[src/rtl/router_pkg.sv]
// ---------------------------------------------------------------------------
// router_pkg
// Shared types and helpers for the router input datapath.
//   - state_t       : packet-capture FSM states
//   - MAX_CH        : largest supported channel count
//   - MAX_W         : widest word the header helpers accept
//   - get_dest()    : destination field (low ch_w bits of the header)
//   - get_len()     : payload-length field (header bits above the dest field)
// ---------------------------------------------------------------------------
package router_pkg;

    localparam int MAX_CH = 16;
    localparam int MAX_W  = 64;

    typedef enum logic [2:0] {
        IDLE  = 3'd0,
        HDR   = 3'd1,
        LOAD  = 3'd2,
        HOLD  = 3'd3,
        CHECK = 3'd4
    } state_t;

    // Callers zero-extend the header to MAX_W and size-cast the result back.
    function automatic logic [MAX_W-1:0] get_dest(input logic [MAX_W-1:0] hdr,
                                                   input int unsigned     ch_w);
        return hdr & ((MAX_W'(1) << ch_w) - MAX_W'(1));
    endfunction

    function automatic logic [MAX_W-1:0] get_len(input logic [MAX_W-1:0] hdr,
                                                  input int unsigned     ch_w);
        return hdr >> ch_w;
    endfunction

endpackage

[src/rtl/router_parity_acc.sv]
// ---------------------------------------------------------------------------
// router_parity_acc
// Running XOR parity over a packet, with compare against the received parity.
// Ports:
//   clk, resetn   : clock, synchronous active-low reset
//   i_clr         : clear accumulator (new header accepted)
//   i_load        : load accumulator with i_load_val (header written)
//   i_load_val    : header word
//   i_acc         : XOR i_acc_val into accumulator (payload word accepted)
//   i_acc_val     : payload word
//   i_cmp_val     : received parity word
//   o_mismatch    : accumulator differs from i_cmp_val (combinational)
// ---------------------------------------------------------------------------
module router_parity_acc #(
    parameter int DATA_W = 8
) (
    input  logic              clk,
    input  logic              resetn,
    input  logic              i_clr,
    input  logic              i_load,
    input  logic [DATA_W-1:0] i_load_val,
    input  logic              i_acc,
    input  logic [DATA_W-1:0] i_acc_val,
    input  logic [DATA_W-1:0] i_cmp_val,
    output logic              o_mismatch
);

    logic [DATA_W-1:0] r_parity;

    // NOTE: sequential state is updated with <= so every register samples
    // pre-edge values, independent of statement or block ordering.
    always_ff @(posedge clk) begin
        if (!resetn) begin
            r_parity <= '0;
        end else if (i_clr) begin
            r_parity <= '0;
        end else if (i_load) begin
            r_parity <= i_load_val;
        end else if (i_acc) begin
            r_parity <= r_parity ^ i_acc_val;
        end
    end

    assign o_mismatch = (r_parity != i_cmp_val);

endmodule

[src/rtl/router_pkt_datapath.sv]
// ---------------------------------------------------------------------------
// router_pkt_datapath
// Router input datapath: captures header/payload/parity packets, writes them
// to one of NUM_CH FIFOs over a shared bus, stalls on FIFO full and flags
// parity (and optionally length) errors.
// Optional feature macro: ROUTER_LEN_CHECK_EN (payload-count vs length field).
// Ports:
//   clk, resetn   : clock, synchronous active-low reset
//   pkt_valid     : source word valid (low on the parity word)
//   data_in       : source word
//   fifo_full     : per-channel FIFO full
//   soft_rst      : per-channel flush, aborts a packet to that channel
//   busy          : source must hold data_in/pkt_valid while high
//   dout          : FIFO write data
//   wr_en         : one-hot FIFO write strobe
//   parity_done   : pulse when the parity word is captured
//   err           : pulse the cycle after parity_done on parity mismatch
//   len_err       : pulse on payload-count mismatch (0 when feature disabled)
// ---------------------------------------------------------------------------
module router_pkt_datapath
    import router_pkg::*;
#(
    parameter  int DATA_W = 8,
    parameter  int NUM_CH = 3,
    localparam int CH_W   = ($clog2(NUM_CH) < 1) ? 1 : $clog2(NUM_CH),
    localparam int LEN_W  = DATA_W - CH_W
) (
    input  logic              clk,
    input  logic              resetn,
    input  logic              pkt_valid,
    input  logic [DATA_W-1:0] data_in,
    input  logic [NUM_CH-1:0] fifo_full,
    input  logic [NUM_CH-1:0] soft_rst,
    output logic              busy,
    output logic [DATA_W-1:0] dout,
    output logic [NUM_CH-1:0] wr_en,
    output logic              parity_done,
    output logic              err,
    output logic              len_err
);

    state_t            r_state;
    logic [CH_W-1:0]   r_dest;
    logic [DATA_W-1:0] r_hdr;
    logic [DATA_W-1:0] r_hold;
    logic [DATA_W-1:0] r_pkt_par;
    logic [DATA_W-1:0] r_dout;
    logic [NUM_CH-1:0] r_wr_en;
    logic              r_busy;
    logic              r_parity_done;
    logic              r_err;

    logic [CH_W-1:0]   w_dest;
    logic              w_hdr_accept;
    logic              w_full;
    logic              w_abort;
    logic [NUM_CH-1:0] w_onehot;
    logic              w_mismatch;

    assign w_dest       = CH_W'(get_dest(MAX_W'(data_in), CH_W));
    assign w_hdr_accept = (r_state == IDLE) && pkt_valid && (int'(w_dest) < NUM_CH);
    // r_dest is only meaningful outside IDLE, which is the only place these are used.
    assign w_full       = fifo_full[r_dest];
    assign w_abort      = soft_rst[r_dest];
    assign w_onehot     = NUM_CH'(1) << r_dest;

    router_parity_acc #(.DATA_W(DATA_W)) u_parity (
        .clk        (clk),
        .resetn     (resetn),
        .i_clr      (w_hdr_accept),
        .i_load     ((r_state == HDR) && !w_abort && !w_full),
        .i_load_val (r_hdr),
        .i_acc      ((r_state == LOAD) && !w_abort && pkt_valid),
        .i_acc_val  (data_in),
        .i_cmp_val  (r_pkt_par),
        .o_mismatch (w_mismatch)
    );

    always_ff @(posedge clk) begin
        if (!resetn) begin
            r_state       <= IDLE;
            r_dest        <= '0;
            r_hdr         <= '0;
            r_hold        <= '0;
            r_pkt_par     <= '0;
            r_dout        <= '0;
            r_wr_en       <= '0;
            r_busy        <= 1'b0;
            r_parity_done <= 1'b0;
            r_err         <= 1'b0;
        end else begin
            // Strobes default low every cycle; branches below raise them.
            r_wr_en       <= '0;
            r_parity_done <= 1'b0;
            r_err         <= 1'b0;
            // busy is registered from the next state: high in HDR/HOLD/CHECK.
            case (r_state)
                IDLE: begin
                    if (w_hdr_accept) begin
                        r_dest  <= w_dest;
                        r_hdr   <= data_in;
                        r_state <= HDR;
                        r_busy  <= 1'b1;
                    end
                end
                HDR: begin
                    if (w_abort) begin
                        r_state <= IDLE;
                        r_busy  <= 1'b0;
                    end else if (!w_full) begin
                        r_dout  <= r_hdr;
                        r_wr_en <= w_onehot;
                        r_state <= LOAD;
                        r_busy  <= 1'b0;
                    end
                end
                LOAD: begin
                    if (w_abort) begin
                        r_state <= IDLE;
                    end else if (pkt_valid && !w_full) begin
                        r_dout  <= data_in;
                        r_wr_en <= w_onehot;
                    end else if (pkt_valid) begin
                        // Word is accepted now and replayed from r_hold later.
                        r_hold  <= data_in;
                        r_state <= HOLD;
                        r_busy  <= 1'b1;
                    end else begin
                        r_pkt_par     <= data_in;
                        r_parity_done <= 1'b1;
                        r_state       <= CHECK;
                        r_busy        <= 1'b1;
                    end
                end
                HOLD: begin
                    if (w_abort) begin
                        r_state <= IDLE;
                        r_busy  <= 1'b0;
                    end else if (!w_full) begin
                        r_dout  <= r_hold;
                        r_wr_en <= w_onehot;
                        r_state <= LOAD;
                        r_busy  <= 1'b0;
                    end
                end
                CHECK: begin
                    if (!w_abort) begin
                        r_err <= w_mismatch;
                    end
                    r_state <= IDLE;
                    r_busy  <= 1'b0;
                end
                default: begin
                    r_state <= IDLE;
                    r_busy  <= 1'b0;
                end
            endcase
        end
    end

`ifdef ROUTER_LEN_CHECK_EN
    logic [LEN_W-1:0] r_len;
    logic [LEN_W-1:0] r_count;
    logic             r_len_err;

    always_ff @(posedge clk) begin
        if (!resetn) begin
            r_len     <= '0;
            r_count   <= '0;
            r_len_err <= 1'b0;
        end else begin
            r_len_err <= 1'b0;
            case (r_state)
                IDLE: begin
                    if (w_hdr_accept) begin
                        r_len   <= LEN_W'(get_len(MAX_W'(data_in), CH_W));
                        r_count <= '0;
                    end
                end
                LOAD: begin
                    // Saturates so an over-long packet cannot wrap to a match.
                    if (!w_abort && pkt_valid && (r_count != '1)) begin
                        r_count <= r_count + 1'b1;
                    end
                end
                CHECK: begin
                    if (!w_abort) begin
                        r_len_err <= (r_count != r_len);
                    end
                end
                default: ;
            endcase
        end
    end

    assign len_err = r_len_err;
`else
    assign len_err = 1'b0;
`endif

    assign busy        = r_busy;
    assign dout        = r_dout;
    assign wr_en       = r_wr_en;
    assign parity_done = r_parity_done;
    assign err         = r_err;

endmodule

[config.mk]
export PLATFORM = sky130hd
export DESIGN_NAME = router_pkt_datapath
export DESIGN_NICKNAME = d
export VERILOG_FILES = /design/src/rtl/router_pkg.sv /design/src/rtl/router_parity_acc.sv /design/src/rtl/router_pkt_datapath.sv
export SDC_FILE = /design/constraint.sdc
export NUM_CORES = 1
export LEC_CHECK = 0
export CORE_ASPECT_RATIO = 1.1
export CORE_UTILIZATION = 30
export DETAILED_ROUTE_END_ITERATION = 16
export PLACE_DENSITY = 0.58
export SETUP_SLACK_MARGIN = 0.4
export SLEW_MARGIN = 20
export SYNTH_ARGS = -nofsm -noshare
export SYNTH_HDL_FRONTEND = slang
export SYNTH_SLANG_ARGS = --single-unit
[constraint.sdc]
create_clock -name clk -period 3.9 [get_ports clk]
set_input_delay 0.78 -clock clk [delete_from_list [all_inputs] [get_ports clk]]
set_output_delay 0.78 -clock clk [all_outputs]
set_load 0.005 [all_outputs]
==> run metrics <==
Setup TNS 0 ps; critical path depth 6; worst r2r path cells 5; die height 96.44 um; register-to-register setup slack 1610 ps; Cell Area, Placed 2785 um^2; Final Cell Area 2879 um^2; total congestion overflow 0; Multi-input gate area 1320 um^2; Net Count, Synth 271; H-tree levels 2; Slew headroom 0.4027; synthesis-to-layout area growth 18.36%; post-synthesis cell type count 42; clock sink count 49; unrepaired setup endpoints after global routing false; DR vias/cell 4.798; fillers 809; pin count of the biggest net entering global routing 38; CTS tree built; deepest clock path buffer count 2; sequential element share of the synthesized area 0.4033; max incr delay on CP 800 ps; Util after Layout 0.3658; row cnt 34; Cell Pwr Density 343.6 nW/um^2; delay-heaviest family, CP simple AND/OR/NAND/NOR gates; Period minus WS final 2489 ps; Resize count post-CTS 0; GRT Total Usage 0.1357; M2 GR Usage 0.2326; I/O pins 32; Post-synth EDFFs 0; final setup fails 0; Final Skew 5.069 ps; worst r2r src r_hdr[1]; met1 Use GR 0.1674; Hold Crit Class reg -> reg; clock latency on the worst-skew pair 300 ps; I/O Buffers 30; top area cells in the synthesized netlist dfxtp_1, mux2i_1, nor2b_1; CTS Buf Count 5; required time of the critical path 4130 ps; Slowest cell on crit path nor4_2; Leak 1.002 nW; crit path launch soft_rst[0]; grt peak-use layer met2; gpl congestion 0.7996; Critical Path Fanout Max 9; Avg WL per Cell 13.80 um; Synth Flop Type dfxtp_1; die width 87.85 um; Hold Startpoint u_parity.r_parity[0]; diodes inserted 0; Cell Chain, Critical Path clkdlybuf4s50_1 > mux2i_4 > o21ai_4 > nor4_2 > a32oi_1 > a31oi_1; Die ar. 8472 um^2; crit share post-route 0.6381; nets 294; WP buf/inv 1; ys async rst share 0; # hold bufs at CTS 0; Worst EP arrival 2710 ps; Clock transition at path regs 90 ps; Slew @ Worst Pin 888.5 ps; Storage cell area 980.9 um^2; yosys warns 0; Mapped Area 2432 um^2; GR Util met3 0.02124; antenna violations before repair 0; cell taking the most area after synthesis dfxtp_1; via count 1852; initial DRC count 63; CP Capture Type flop; Hold Crit Depth 2; Yosys top cell area share 0.4033; Post-CTS Setup Bufs 0; HPWL Detailed 3.744 mm; Detailed Route WL 5.328 mm; Syn Inst Count 254; critical path type in -> reg; Peak supply drop 0.1266 mV; core area 7870 um^2; Initial Utilization 0.3091; Pre-Repair DR Iteration Count 4; Syn Area/Cell 9.576 um^2; final hold violations 0; fin. max-slew vios 0; RR Endpoint u_parity.r_parity[4]; Synth Register Bits 49; Peak Freq 0.4018 GHz; global-route wire length before repair 8.894 mm; max-cap check violation count 0; type of origin of the critical path input port; DRT antenna net count 0; share of layout cells above drive strength 1 0.06835; # DRC 0; status completed; number of global-route vias before repair 1827; Root Driver clkbuf_8; Setup crit end u_parity.r_parity[4]; Pwr Total 0.9891 mW
==> worst min-delay path, stage by stage (launching register included) <==
cell and delay, ps:
dfxtp_1 340, nand3_1 70, a31oi_1 70
==> routing by layer <==
metal,part of all wire,vias to the layer above
met4,0.021,0
li1,-,945
met5,0,-
met1,0.46,866
met2,0.48,32
met3,0.034,9
==> synth_stat cells, types with 7 or more instances <==
cell type,number
or3_1,9
inv_1,9
o21ai_0,12
mux2i_1,38
nand2_1,12
nor2b_1,30
a31oi_1,9
nand3_1,11
xor2_1,8
a32oi_1,8
dfxtp_1,49
clkbuf_1,7
==> power breakdown <==
| group | switching, mW | total [mW] | internal (mW) |
|---|---|---|---|
| Combinational | 0.0727 | 0.140 | 0.0677 |
| Clock | 0.184 | 0.313 | 0.130 |
| Sequential | 0.0219 | 0.535 | 0.513 |
==> layout by cell type (no fill, tap or decap), types with 2 or more instances in the layout <==
| cell | netlist | final |
|---|---|---|
| mux2i_1 | 38 | 38 |
| nor2_1 | 6 | 6 |
| nor2b_1 | 30 | 30 |
| nor4_1 | 3 | 3 |
| dfxtp_1 | 49 | 49 |
| inv_1 | 9 | 9 |
| nand3_1 | 11 | 11 |
| clkbuf_8 | 0 | 5 |
| o21ai_0 | 12 | 12 |
| a32oi_1 | 8 | 8 |
| a21oi_1 | 2 | 2 |
| nand2_1 | 12 | 12 |
| or3_1 | 9 | 9 |
| a211oi_1 | 2 | 2 |
| buf_4 | 1 | 2 |
| and2_1 | 2 | 2 |
| nor3_1 | 4 | 4 |
| nand3b_1 | 2 | 2 |
| nor3b_1 | 2 | 2 |
| xor2_1 | 8 | 8 |
| clkdlybuf4s50_1 | 0 | 30 |
| nand2b_1 | 3 | 3 |
| a31oi_1 | 9 | 9 |
==> kinds of logic (layout without fill, tap and decap cells) <==
group / Yosys count / count (layout) / share of synthesized area
AND/OR/NAND/NOR: 92 / 92 / 0.2268
flip-flops: 49 / 49 / 0.4033
AO/OA/AOI/OAI: 40 / 40 / 0.1199
multiplexers: 39 / 39 / 0.1656
buffers and inverters: 25 / 49 / 0.05401
XOR/XNOR: 8 / 8 / 0.02881
other: 1 / 1 / 0.001542
==> state kept, by name (all words and copies together), names as in the netlist <==
register and cells:
wr_en 3, dout 8, r_hold 8, r_pkt_par 8, r_hdr 7, r_dest 1
err 1, r_state 3, parity_done 1, busy 1, u_parity.r_parity 8
==> worst min-delay path by stage <==
stage | to | slack, ps
3_5_place_dp | r_hold[5] | 500
3_3_place_gp | u_parity.r_parity[5] | 500
5_1_grt | r_hold[7] | 550
4_1_cts | u_parity.r_parity[6] | 520
6_report | u_parity.r_parity[0] | 520
2_1_floorplan | u_parity.r_parity[2] | 480
==> metrics by stage <==
stage / hold WS, ps / worst slack (ps) / cells
after global placement: 495.9 / 1230 / 378
after CTS: 524.9 / 1429 / 386
after global routing: 549.8 / 1281 / 386
after detailed placement: 502.2 / 1139 / 378
final: 524.1 / 1412 / 386
after floorplan: 481.9 / 1804 / 254
==> layout make-up <==
cell class / instances / area share
multi-input combinational: 180 / 0.4585
sequential: 49 / 0.3407
timing repair buffer: 32 / 0.1095
tap: 108 / 0.04694
clock buffer: 5 / 0.02390
inverter: 9 / 0.01173
clock inverter: 3 / 0.008692
(Power assumes the default switching activity.)
